**src/rtl/seven_seg_scan_controller.sv**
```systemverilog
// rtl/seven_seg_scan_controller.sv - binary to BCD conversion with 3-digit seven-segment scan
// Double-dabble FSM commits digits to a display register; a free-running scan multiplexes them.
module seven_seg_scan_controller #(
   parameter int REFRESH_DIV   = 4,
   parameter bit BLANK_LEADING = 1'b1
) (
   input  logic        Clk,
   input  logic        Rst,
   input  logic [6:0]  DataIn,
   input  logic        DataValid,
   output logic        Ready,
   output logic        Busy,
   output logic [11:0] BcdOut,
   output logic [6:0]  SegOut,
   output logic [2:0]  DigitEn
);

   typedef enum logic [1:0] {IDLE, CONVERT, COMMIT} state_t;

   localparam int PW = (REFRESH_DIV > 1) ? $clog2(REFRESH_DIV) : 1;

   state_t        state;
   logic [6:0]    shiftReg;
   logic [11:0]   bcdAcc;
   logic [11:0]   bcdAdj;
   logic [2:0]    iterCnt;
   logic [PW-1:0] prescaler;
   logic [1:0]    scanIdx;
   logic [3:0]    curDigit;
   logic          curBlank;

   assign Ready = (state == IDLE);
   assign Busy  = ~Ready;

   // Add-3 correction applied to every nibble before each shift
   always_comb begin
      bcdAdj = bcdAcc;
      for (int i = 0; i < 3; i++) begin
         if (bcdAcc[4*i +: 4] >= 4'd5)
            bcdAdj[4*i +: 4] = bcdAcc[4*i +: 4] + 4'd3;
      end
   end

   always_ff @(posedge Clk or posedge Rst) begin
      if (Rst) begin
         state    <= IDLE;
         shiftReg <= '0;
         bcdAcc   <= '0;
         iterCnt  <= '0;
         BcdOut   <= '0;
      end else begin
         case (state)
            IDLE: begin
               if (DataValid) begin
                  shiftReg <= DataIn;
                  bcdAcc   <= '0;
                  iterCnt  <= '0;
                  state    <= CONVERT;
               end
            end
            CONVERT: begin
               {bcdAcc, shiftReg} <= {bcdAdj, shiftReg} << 1;
               iterCnt            <= iterCnt + 3'd1;
               if (iterCnt == 3'd6)
                  state <= COMMIT;
            end
            COMMIT: begin
               BcdOut <= bcdAcc;
               state  <= IDLE;
            end
            default: state <= IDLE;
         endcase
      end
   end

   always_ff @(posedge Clk or posedge Rst) begin
      if (Rst) begin
         prescaler <= '0;
         scanIdx   <= 2'd0;
         DigitEn   <= 3'b001;
      end else if (prescaler == PW'(REFRESH_DIV - 1)) begin
         prescaler <= '0;
         if (scanIdx == 2'd2) begin
            scanIdx <= 2'd0;
            DigitEn <= 3'b001;
         end else begin
            scanIdx <= scanIdx + 2'd1;
            DigitEn <= {DigitEn[1:0], DigitEn[2]};
         end
      end else begin
         prescaler <= prescaler + 1'b1;
      end
   end

   function automatic logic [6:0] encodeDigit(input logic [3:0] d);
      case (d)
         4'd0:    encodeDigit = 7'h3F;
         4'd1:    encodeDigit = 7'h06;
         4'd2:    encodeDigit = 7'h5B;
         4'd3:    encodeDigit = 7'h4F;
         4'd4:    encodeDigit = 7'h66;
         4'd5:    encodeDigit = 7'h6D;
         4'd6:    encodeDigit = 7'h7D;
         4'd7:    encodeDigit = 7'h07;
         4'd8:    encodeDigit = 7'h7F;
         4'd9:    encodeDigit = 7'h6F;
         default: encodeDigit = 7'h00;
      endcase
   endfunction

   // Ones is never blanked so a zero value still shows '0'
   always_comb begin
      curDigit = BcdOut[3:0];
      curBlank = 1'b0;
      case (scanIdx)
         2'd1: begin
            curDigit = BcdOut[7:4];
            curBlank = BLANK_LEADING && (BcdOut[11:4] == 8'h00);
         end
         2'd2: begin
            curDigit = BcdOut[11:8];
            curBlank = BLANK_LEADING && (BcdOut[11:8] == 4'h0);
         end
         default: begin
            curDigit = BcdOut[3:0];
            curBlank = 1'b0;
         end
      endcase
      SegOut = curBlank ? 7'h00 : encodeDigit(curDigit);
   end

endmodule
```
**config.mk**
```make
export PLATFORM = sky130hd
export DESIGN_NAME = seven_seg_scan_controller
export DESIGN_NICKNAME = d
export VERILOG_FILES = /design/src/rtl/seven_seg_scan_controller.sv
export SDC_FILE = /design/constraint.sdc
export NUM_CORES = 1
export LEC_CHECK = 0
export BUFFER_PORTS_ARGS = -buffer_cell sky130_fd_sc_hd__buf_2
export CAP_MARGIN = 20
export CORE_AREA = 2 2 104 66
export DETAILED_ROUTE_END_ITERATION = 10
export DIE_AREA = 0 0 106 68
export PLACE_DENSITY = 0.69
export REMOVE_ABC_BUFFERS = 1
export SLEW_MARGIN = 20
export SYNTH_ARGS = -nofsm -noshare
export SYNTH_HDL_FRONTEND = slang
export SYNTH_SLANG_ARGS = --single-unit
```
**constraint.sdc**
```tcl
create_clock -name Clk -period 2.9 [get_ports Clk]
set_input_delay 0.58 -clock Clk [delete_from_list [all_inputs] [get_ports Clk]]
set_output_delay 0.58 -clock Clk [all_outputs]
set_load 0.01 [all_outputs]
```
**Word-level counts from Yosys, hierarchy flattened**

Memories as Yosys holds them, arrays and structs flattened.
Index checks and enable logic that the tools add are counted.

- Flip-flop bits (word level): 43
- Bits in read-only memories: 112
- Word-level logic and storage cells: 51
- Memories: 1

Memory list:

| name | depth | bits a word | read ports | clocked after memory_dff | write ports | RTL line | RTL |
|---|---|---|---|---|---|---|---|
| (name not given) | 16 | 7 | 1 | 0 | 0 | 96 | `case (d)` |

- $add $sub $neg: 6
- Order comparisons: 3
- Equal/unequal tests: 8
- Multiplexer cells: 18
- Bitwise operators: 1
- Reductions and logical operators: 6

Operators by type and width:

| kind | count |
|---|---|
| 12-bit one-hot mux with 2 select lines | 1 |
| 7-bit 2-to-1 mux | 2 |
| 7-bit one-hot mux with 2 select lines | 1 |
| 4-bit by 3-bit >= comparator with 1-bit output, second input constant | 3 |
| 12-bit 2-to-1 mux | 1 |
| 3-bit 2-to-1 mux | 3 |
| 4-bit by 2-bit adder with 4-bit output, second input constant | 2 |
| 8-bit logical NOT | 1 |
| 2-bit 2-to-1 mux | 4 |
| 4-bit 2-to-1 mux | 2 |
| 4-bit one-hot mux with 2 select lines | 1 |
| 2-bit equality test, second input constant | 3 |
| 3-bit one-hot mux with 2 select lines | 1 |
| 2-bit by 1-bit adder with 2-bit output, second input constant | 2 |
| 2-bit by 1-bit equality test with 1-bit output, second input constant | 2 |
| 4-bit logical NOT | 1 |
| 2-bit != test, second input constant | 2 |
| 2-bit one-hot mux with 2 select lines | 1 |
| 2-bit AND reduction | 2 |
| 3-bit by 1-bit adder with 3-bit output, second input constant | 1 |
| 3-bit by 2-bit adder with 3-bit output, second input constant | 1 |
| 3-bit equality test, second input constant | 1 |
| 2-bit logical NOT | 1 |
| 1-bit one-hot mux with 2 select lines | 1 |
| other kinds (2) | 2 |

**Depth between registers and ports, before layout**

Gate-level depths: netlist of run 1.
An unclocked memory read counts as a cell.

- Depth in word-level cells: 4
- Depth in mapped cells: 10
- Depth with buffers taken out: 9

**Least setup slack after synthesis of run 1**

Ideal clock, no wire load.

- Path type: register -> output
- Start point: register scanIdx[0]
- End point: output SegOut[0]
- Arrival: 2,191 ps
- Slack: 129 ps
- Stages on the path, launching flop included: 10
- Buffers on the path: 1
- Cells stage by stage: dfrtp_1 -> inv_1 -> ha_1 -> buf_6 -> a22o_2 -> mux2i_1 -> inv_1 -> ha_1 -> mux2_1 -> a211oi_1

- Longest elaborated chain between the ends: 4
- Elaborated cells on any way between the ends: 6
- Those cells by class: 2 x eq/ne; 3 x mux; 1 x memory

RTL lines:

| item | RTL line | RTL |
|---|---|---|
| from (decl) | 28 | `logic [1:0] scanIdx;` |
| from (signal assigned) | 87 | `scanIdx <= scanIdx + 2'd1;` |
| 2-bit equality test / 2-bit by 1-bit equality test with 1-bit output (equally long branches) | 115 | `case (scanIdx)` |
| 4-bit one-hot mux with 2 select lines | 115 |  |
| memory 16 x 7 bit | -- |  |
| 7-bit 2-to-1 mux (*) | 129 | `SegOut = curBlank ? 7'h00 : encodeDigit(curDigit);` |
| to (decl) | 14 | `output logic [6:0] SegOut,` |

Mark *: on every way between the ends. The rest lies on a longest branch, timed or not.

**Worst setup path in the final report of run 1**

Ends and elaborated chain as after synthesis.

==> metrics.md, run 1 <==
| Metric | Value |
|---|---|
| Initial Util | 37.8% |
| Failing checks | setup timing |
| Power density over cell area | 861 mW/mm^2 |
| Final net count | between 300 and 400 |
| Kind of critical path | reg -> out |
| IO Count | 34 |
| Initial DRC count | 55 |
| Buf+Inv Stages, Crit Path | 3 |
| Layout cells sized above 1 | between 30% and 40% |
| Yosys cell types | 48 |
| TritonRoute pass-1 iters | 4 |
| Min cycle time layout | about 2.9 ns |
| H-tree level count | 2 |
| CTS Buf Count | 5 |
| Die height | about 70 um |
| Warnings, synthesis | 0 |
| Die ar. | about 0.0072 mm^2 |
| Rows | 23 |
| R2r setup slk | between 1 and 1.5 ns |
| Drc violations | 0 |
| Setup crit end kind | primary output |
| Family with the most delay on the worst path | multiplexers |
| # diodes | 0 |
| # port buffers | 33 |
| Final ANT Viol Nets | 0 |
| Max IR drop VDD | approximately 0.00046 V |
| Largest net degree at the start of global routing | 44 |
| Final Util | between 40% and 50% |
| Final Cell Area | 0.00298 mm^2 |
| Top FF cell, synth | dfrtp_1 |
| Net Sw Frac | between 30% and 40% |
| Tcrit/Tclk final | 101% |
| CTS tree | done |
| Final Worst Setup Slack | -0.0320 ns |
| CP Data Required Time | about 2.3 ns |
| Sequential power share | 38.9% |
| Max-Cap Viols | 0 |
| # fillers | around 600 |
| CTS Buffer Depth | 2 |
| First-pass GRT wire length | just under 9000 um |
| Final HPWL DP | about 3600 um |
| Gr ovfl total | 0 |
| Final WL | 5240 um |
| Root Buffer | clkbuf_8 |
| RSZ-0062 raised after global routing | yes |
| Area delta synth->final | 23.7% |
| Syn Area/Cell | between 10 and 15 um^2 |
| Skew final | 0.00958 ns |
| Slew @ Worst Pin | about 0.6 ns |
| Hold Vio Cnt, Final | 0 |
| Initial antenna violation count | 0 |
| Vias in the first global route | roughly 1,700 |
| Num Clock Sinks | 43 |
| FF/Latch Area | approximately 0.0011 mm^2 |
| Multi-input logic area | ~0.0013 mm^2 |
| Worst-path maximum fanout | 3 |
| Startpoint Class | flop |
| GRT Total Usage | between 10% and 20% |
| CP Data Arrival Time | 2.35 ns |
| Leakage | roughly 1.4 nW |
| Status | complete, but fails checks |
| Drt wl/cell | roughly 14 um |
| Vias post-DR | between 1,500 and 2,000 |
| Die W | ~110 um |
| Final Max Slew Viols | 0 |
| Seq/Total Area, Yosys | between 40 and 50% |
| Comb power frac | between 40% and 50% |
| Core Footprint | ~0.0064 mm^2 |
| P_sw | between 0.9 and 1 mW |
| Cells after synthesis | 237 |
| Slew headroom | just under 60% |
| EDFF count, synth | 0 |
| GP Congestion | between 0.7 and 0.8 |
| Dpl cell area | between 0.002 and 0.003 mm^2 |
| #FFs+latches synth | 43 |
| Clock power share | about a fifth |
| Fmax | 0.341 GHz |
| Slowest CP cell | dfrtp_1 |
| HP Class | in -> async |
| Clock-pin slew on the worst setup and hold paths | approximately 0.090 ns |
| Crit-path max cell delay | 0.40 ns |
| Vias per cell | approximately 5.0 |
| Final setup viols | 4 |
| Post-synthesis async set-or-reset flop share | 100% |
| Internal power | between 1.5 and 2 mW |
| Worst-skew pair later-pin latency | roughly 0.31 ns |
| Synthesized area | 0.00241 mm^2 |
| Ordered cell list for the critical path | buf_6 -> ha_4 -> a22o_4 -> mux2i_4 -> inv_2 -> ha_2 -> mux2_4 -> a211oi_2 -> buf_2 |
==> final timing paths <==
| check | start | endpoint | depth (start not counted) |
|---|---|---|---|
| max | scanIdx[0] | SegOut[0] | 9 |
| max in group asynchronous | Rst | shiftReg[5] | 3 |
| min | Rst | BcdOut[6] | 3 |
| min reg2reg | prescaler[0] | prescaler[0] | 1 |
| max reg2reg | state[0] | BcdOut[7] | 3 |
| min in group Clk | prescaler[0] | prescaler[0] | 1 |
==> repair_timing <==
action	in CTS	in global routing
setup endpoints to repair	7	7
hold buffers	0	0
gates cloned	0	0
setup buffers	7	1
pin swaps	7	5
gates resized for setup	24	2
==> cell families after synthesis <==
group	Yosys count	synth area share (%)
AND/OR/NAND/NOR	64	13.4
flip-flops	43	44.8
adder cells (fa/ha/maj)	18	9.36
buffers and inverters	27	4.94
XOR/XNOR	5	1.82
AO/OA/AOI/OAI	65	17.8
multiplexers	15	7.96
==> power by group through the flow <==
stage / registers, mW / logic, mW / clock network, mW
after floorplan: 0.961 / 0.730 / 0
after global placement: 0.994 / 1.01 / 0
after detailed placement: 1.00 / 1.03 / 0
after CTS: 0.997 / 1.09 / 0.492
after global routing: 1.03 / 1.23 / 0.517
final: 0.997 / 1.09 / 0.477
==> synth_stat cells, types with 2 or more instances <==
library cell | instances | area share, %
dfrtp_1 | 42 | 44
nand2_1 | 28 | 4.4
o21ai_1 | 19 | 4.0
ha_1 | 18 | 9.4
inv_1 | 15 | 2.3
a21oi_1 | 12 | 2.5
o21ai_0 | 11 | 2.3
nor2_1 | 9 | 1.4
clkbuf_1 | 6 | 0.94
nand2b_1 | 6 | 1.6
mux2_1 | 5 | 2.3
nand3_1 | 5 | 1.0
and3b_1 | 4 | 1.5
mux2_2 | 4 | 1.9
nor3_1 | 4 | 0.83
xnor2_1 | 4 | 1.5
a22o_1 | 3 | 1.1
mux2i_1 | 3 | 1.2
nor2b_1 | 3 | 0.78
a22o_2 | 2 | 0.83
a22oi_1 | 2 | 0.62
a311oi_1 | 2 | 0.73
buf_2 | 2 | 0.42
buf_6 | 2 | 0.94
mux2i_4 | 2 | 1.9
o211ai_1 | 2 | 0.62
==> state kept, by name, summed over array words and instances, names as in the netlist <==
register and flops:
state 2, shiftReg 7, prescaler 2, iterCnt 3, BcdOut 12, scanIdx 2
bcdAcc 12, DigitEn 3
==> cell type report <==
type / count / share of cell area (%)
Multi-Input combinational cell: 167 / 44.1
Timing Repair Buffer: 49 / 10.2
Clock buffer: 5 / 2.31
Inverter: 16 / 2.02
Tap cell: 87 / 3.66
Sequential cell: 43 / 36.2
Clock inverter: 3 / 1.47
==> per-layer routing <==
layer	global-route usage [%]	wire length (um)	up-vias
met2	23.9	2240	35
met1	22.0	2760	878
met3	3.71	186	9
met5	0	0	-
li1	-	-	915
met4	4.93	59	0
==> per-stage QoR <==
stage | setup slack (ns) | setup TNS [ns] | power (mW) | std cells | hold slack, ns
after detailed placement | 0.129 | 0 | 2.04 | 354 | 0.430
after global routing | -0.0958 | -0.528 | 2.78 | 370 | 0.452
after CTS | -0.00935 | -0.0120 | 2.58 | 369 | 0.423
after floorplan | 0.0181 | 0 | 1.69 | 226 | 0.403
after global placement | 0.211 | 0 | 2.00 | 354 | 0.415
final | -0.0320 | -0.0572 | 2.56 | 370 | 0.403
==> placed cells by master, fill, tap and decap left out, drive strengths merged, types with 4 or more instances in the layout <==
master,synthesis,final
a21oi,13,13
a22o,6,6
and3b,4,4
buf,5,49
clkbuf,6,5
dfrtp,42,42
ha,18,18
inv,16,16
mux2,10,10
mux2i,5,5
nand2,28,28
nand2b,6,6
nand3,5,5
nor2,10,10
nor3,4,4
o21ai,30,30
xnor2,4,4
==> worst reg2reg max path, stage by stage (launching register included) <==
cell	delay [ns]
dfrtp_1	0.62
nand2b_1	0.39
buf_4	0.24
mux2_1	0.33
(Power assumes the default switching activity.)
==> run 2, diff against run 1 <==
- BUFFER_PORTS_ARGS: -buffer_cell sky130_fd_sc_hd__buf_2 -> -buffer_cell sky130_fd_sc_hd__buf_4
==> run 2 against run 1 <==
Against the previous run: the run still ends with setup timing left; fmax is 0.66% lower; first-iteration DRC count grew 75%; count of clock-buffer cells in the layout is 1 higher; sequential share of layout area is 0.85 points lower; largest cell class unchanged; largest power group unchanged.
==> metrics.md, run 2 (synthesized netlist as in run 1, its figures left out) <==
| Metric | Value |
|---|---|
| Status | complete, but fails checks |
| Failing checks | setup timing |
| IO Count | 34 |
| CTS Buffer Depth | 2 |
| Hold WS | ~0.42 ns |
| Root Buffer | clkbuf_8 |
| Final HPWL DP | 3670 um |
| Dpl cells | 354 |
| Worst-path maximum fanout | 4 |
| TritonRoute pass-1 iters | 4 |
| Max IR drop VDD | between 0.0004 and 0.0005 V |
| Initial DRC count | 96 |
| Final setup viols | 5 |
| Area delta synth->final | 26.7% |
| CTS tree | done |
| Met1 usage | approximately 22% |
| Drt wl/cell | 14.7 um |
| CP Data Arrival Time | between 2 and 2.5 ns |
| Skew final | roughly 0.0053 ns |
| GRT Total Usage | between 15 and 20% |
| Setup crit end kind | primary output |
| Final WL | 5430 um |
| Met2 Track Usage GR | a little under a quarter |
| Die height | 68 um |
| Busiest grt layer | met2 |
| Slew @ Worst Pin | roughly 0.6 ns |
| Rows | 23 |
| Family with the most delay on the worst path | multiplexers |
| Post-route non-filler standard cell count | 370 |
| Final Util | ~48% |
| Die ar. | 0.00721 mm^2 |
| Top flop regs | BcdOut x12, bcdAcc x12, shiftReg x7 |
| Vias per cell | roughly 5 |
| Final Worst Setup Slack | -0.0514 ns |
| Min cycle time layout | 2.95 ns |
| GP Congestion | 0.796 |
| Die W | 106 um |
| Largest net degree at the start of global routing | 44 |
| Worst-skew pair later-pin latency | around 0.29 ns |
| Buf+Inv Stages, Crit Path | 3 |
| Crit-path max cell delay | 0.42 ns |
| Vias in the first global route | 1,791 |
| Commonest non-fill, non-tap cell in the layout | buf_4 |
| Slowest CP cell | dfrtp_1 |
| Hold Vio Cnt, Final | 0 |
| Initial antenna violation count | 0 |
| Clock-pin slew on the worst setup and hold paths | around 0.080 ns |
| Final Max Slew Viols | 0 |
| Num Clock Sinks | 43 |
| Initial Util | 37.8% |
| Tcrit/Tclk final | 102% |
| Layout cells sized above 1 | approximately a third |
| RSZ-0062 raised after global routing | yes |
| Leakage | ~1.4 nW |
| Final ANT Viol Nets | 0 |
| Core Footprint | around 0.0064 mm^2 |
| CTS Buf Count | 5 |
| CP Data Required Time | ~2.3 ns |
| Final net count | 310 |
| Dpl cell area | around 0.0028 mm^2 |
| First-pass GRT wire length | slightly below 9000 um |
| Ordered cell list for the critical path | buf_6 -> ha_4 -> a22o_4 -> mux2i_4 -> buf_6 -> ha_4 -> mux2_4 -> a211oi_2 -> buf_4 |
| H-tree level count | 2 |
| Vias post-DR | between 1,500 and 2,000 |
| # diodes | 0 |
| Critical path depth | 9 |
| # port buffers | 33 |
| HP Class | in -> async |
| Max-Cap Viols | 0 |
| Drc violations | 0 |
| R2r worst-path depth | 3 |
| Slew headroom | around three fifths |
| Most frequent cells in the layout | 43 x buf_4, 42 x dfrtp_1, 28 x nand2_1 |
| GR Layer Usage met3 | 4.19% |
| Startpoint Class | flop |
| Setup_tns | -0.115 ns |
| Final Cell Area | just over 0.003 mm^2 |
| Power density over cell area | ~830 mW/mm^2 |
| Gr ovfl total | 0 |
| Fmax | approximately 0.34 GHz |
| Kind of critical path | reg -> out |
-- run 2: changes by cell type in the layout (fill, tap and decap cells not counted), sizes merged --
cell,before,now
clkbuf,5,6
clkinv,2,1
bufinv,1,0
clkinvlp,0,1
-- run 2: path summary, 6_finish.rpt --
check | startpoint | endpoint | slack, ns
worst max-delay path | scanIdx[1] | SegOut[3] | -0.05
worst min-delay path | Rst | prescaler[0] | 0.42
worst max register to register | state[0] | BcdOut[7] | 1.21
worst min register to register | prescaler[0] | prescaler[0] | 0.43
max in group asynchronous | Rst | bcdAcc[1] | 2.11
min in group Clk | prescaler[0] | prescaler[0] | 0.43
-- run 2: timing repair --
action	in CTS	in global routing
pin swaps	3	6
setup buffers	6	2
setup endpoints to repair	7	7
gates resized for setup	16	13
hold buffers	0	0
-- run 2: area by class of cell --
class	count	area, um^2
fill	553	3310
inverter	16	60.1
timing repair buffer	49	390
sequential	43	1080
tap	87	109
clock inverter	2	12.5
clock buffer	6	72.6
multi-input combinational	167	1330
-- run 2: metal layers --
layer	part of all wire [%]	vias up
met1	49	895
met3	4.4	5
li1	-	913
met4	0.59	0
met2	46	36
met5	0	-
-- run 2: where the power goes --
part	leakage, nW	switching, mW	total [mW]	internal [mW]
Combinational	0.792	0.593	1.18	0.590
Sequential	0.560	0.204	0.992	0.788
Clock	0.0412	0.200	0.369	0.168
Total	1.39	0.998	2.54	1.55
-- run 2: worst register-to-register path, cell delays in order (launching register included) --
cell	delay, ns
dfrtp_1	0.62
nand2b_1	0.37
buf_4	0.25
mux2_1	0.33
-- run 2: per-stage QoR --
stage / power, mW / setup slack [ns]
5_1_grt: 2.75 / -0.122
3_3_place_gp: 2.07 / 0.208
2_1_floorplan: 1.69 / 0.0181
4_1_cts: 2.51 / -0.00555
3_5_place_dp: 2.10 / 0.124
6_report: 2.54 / -0.0514
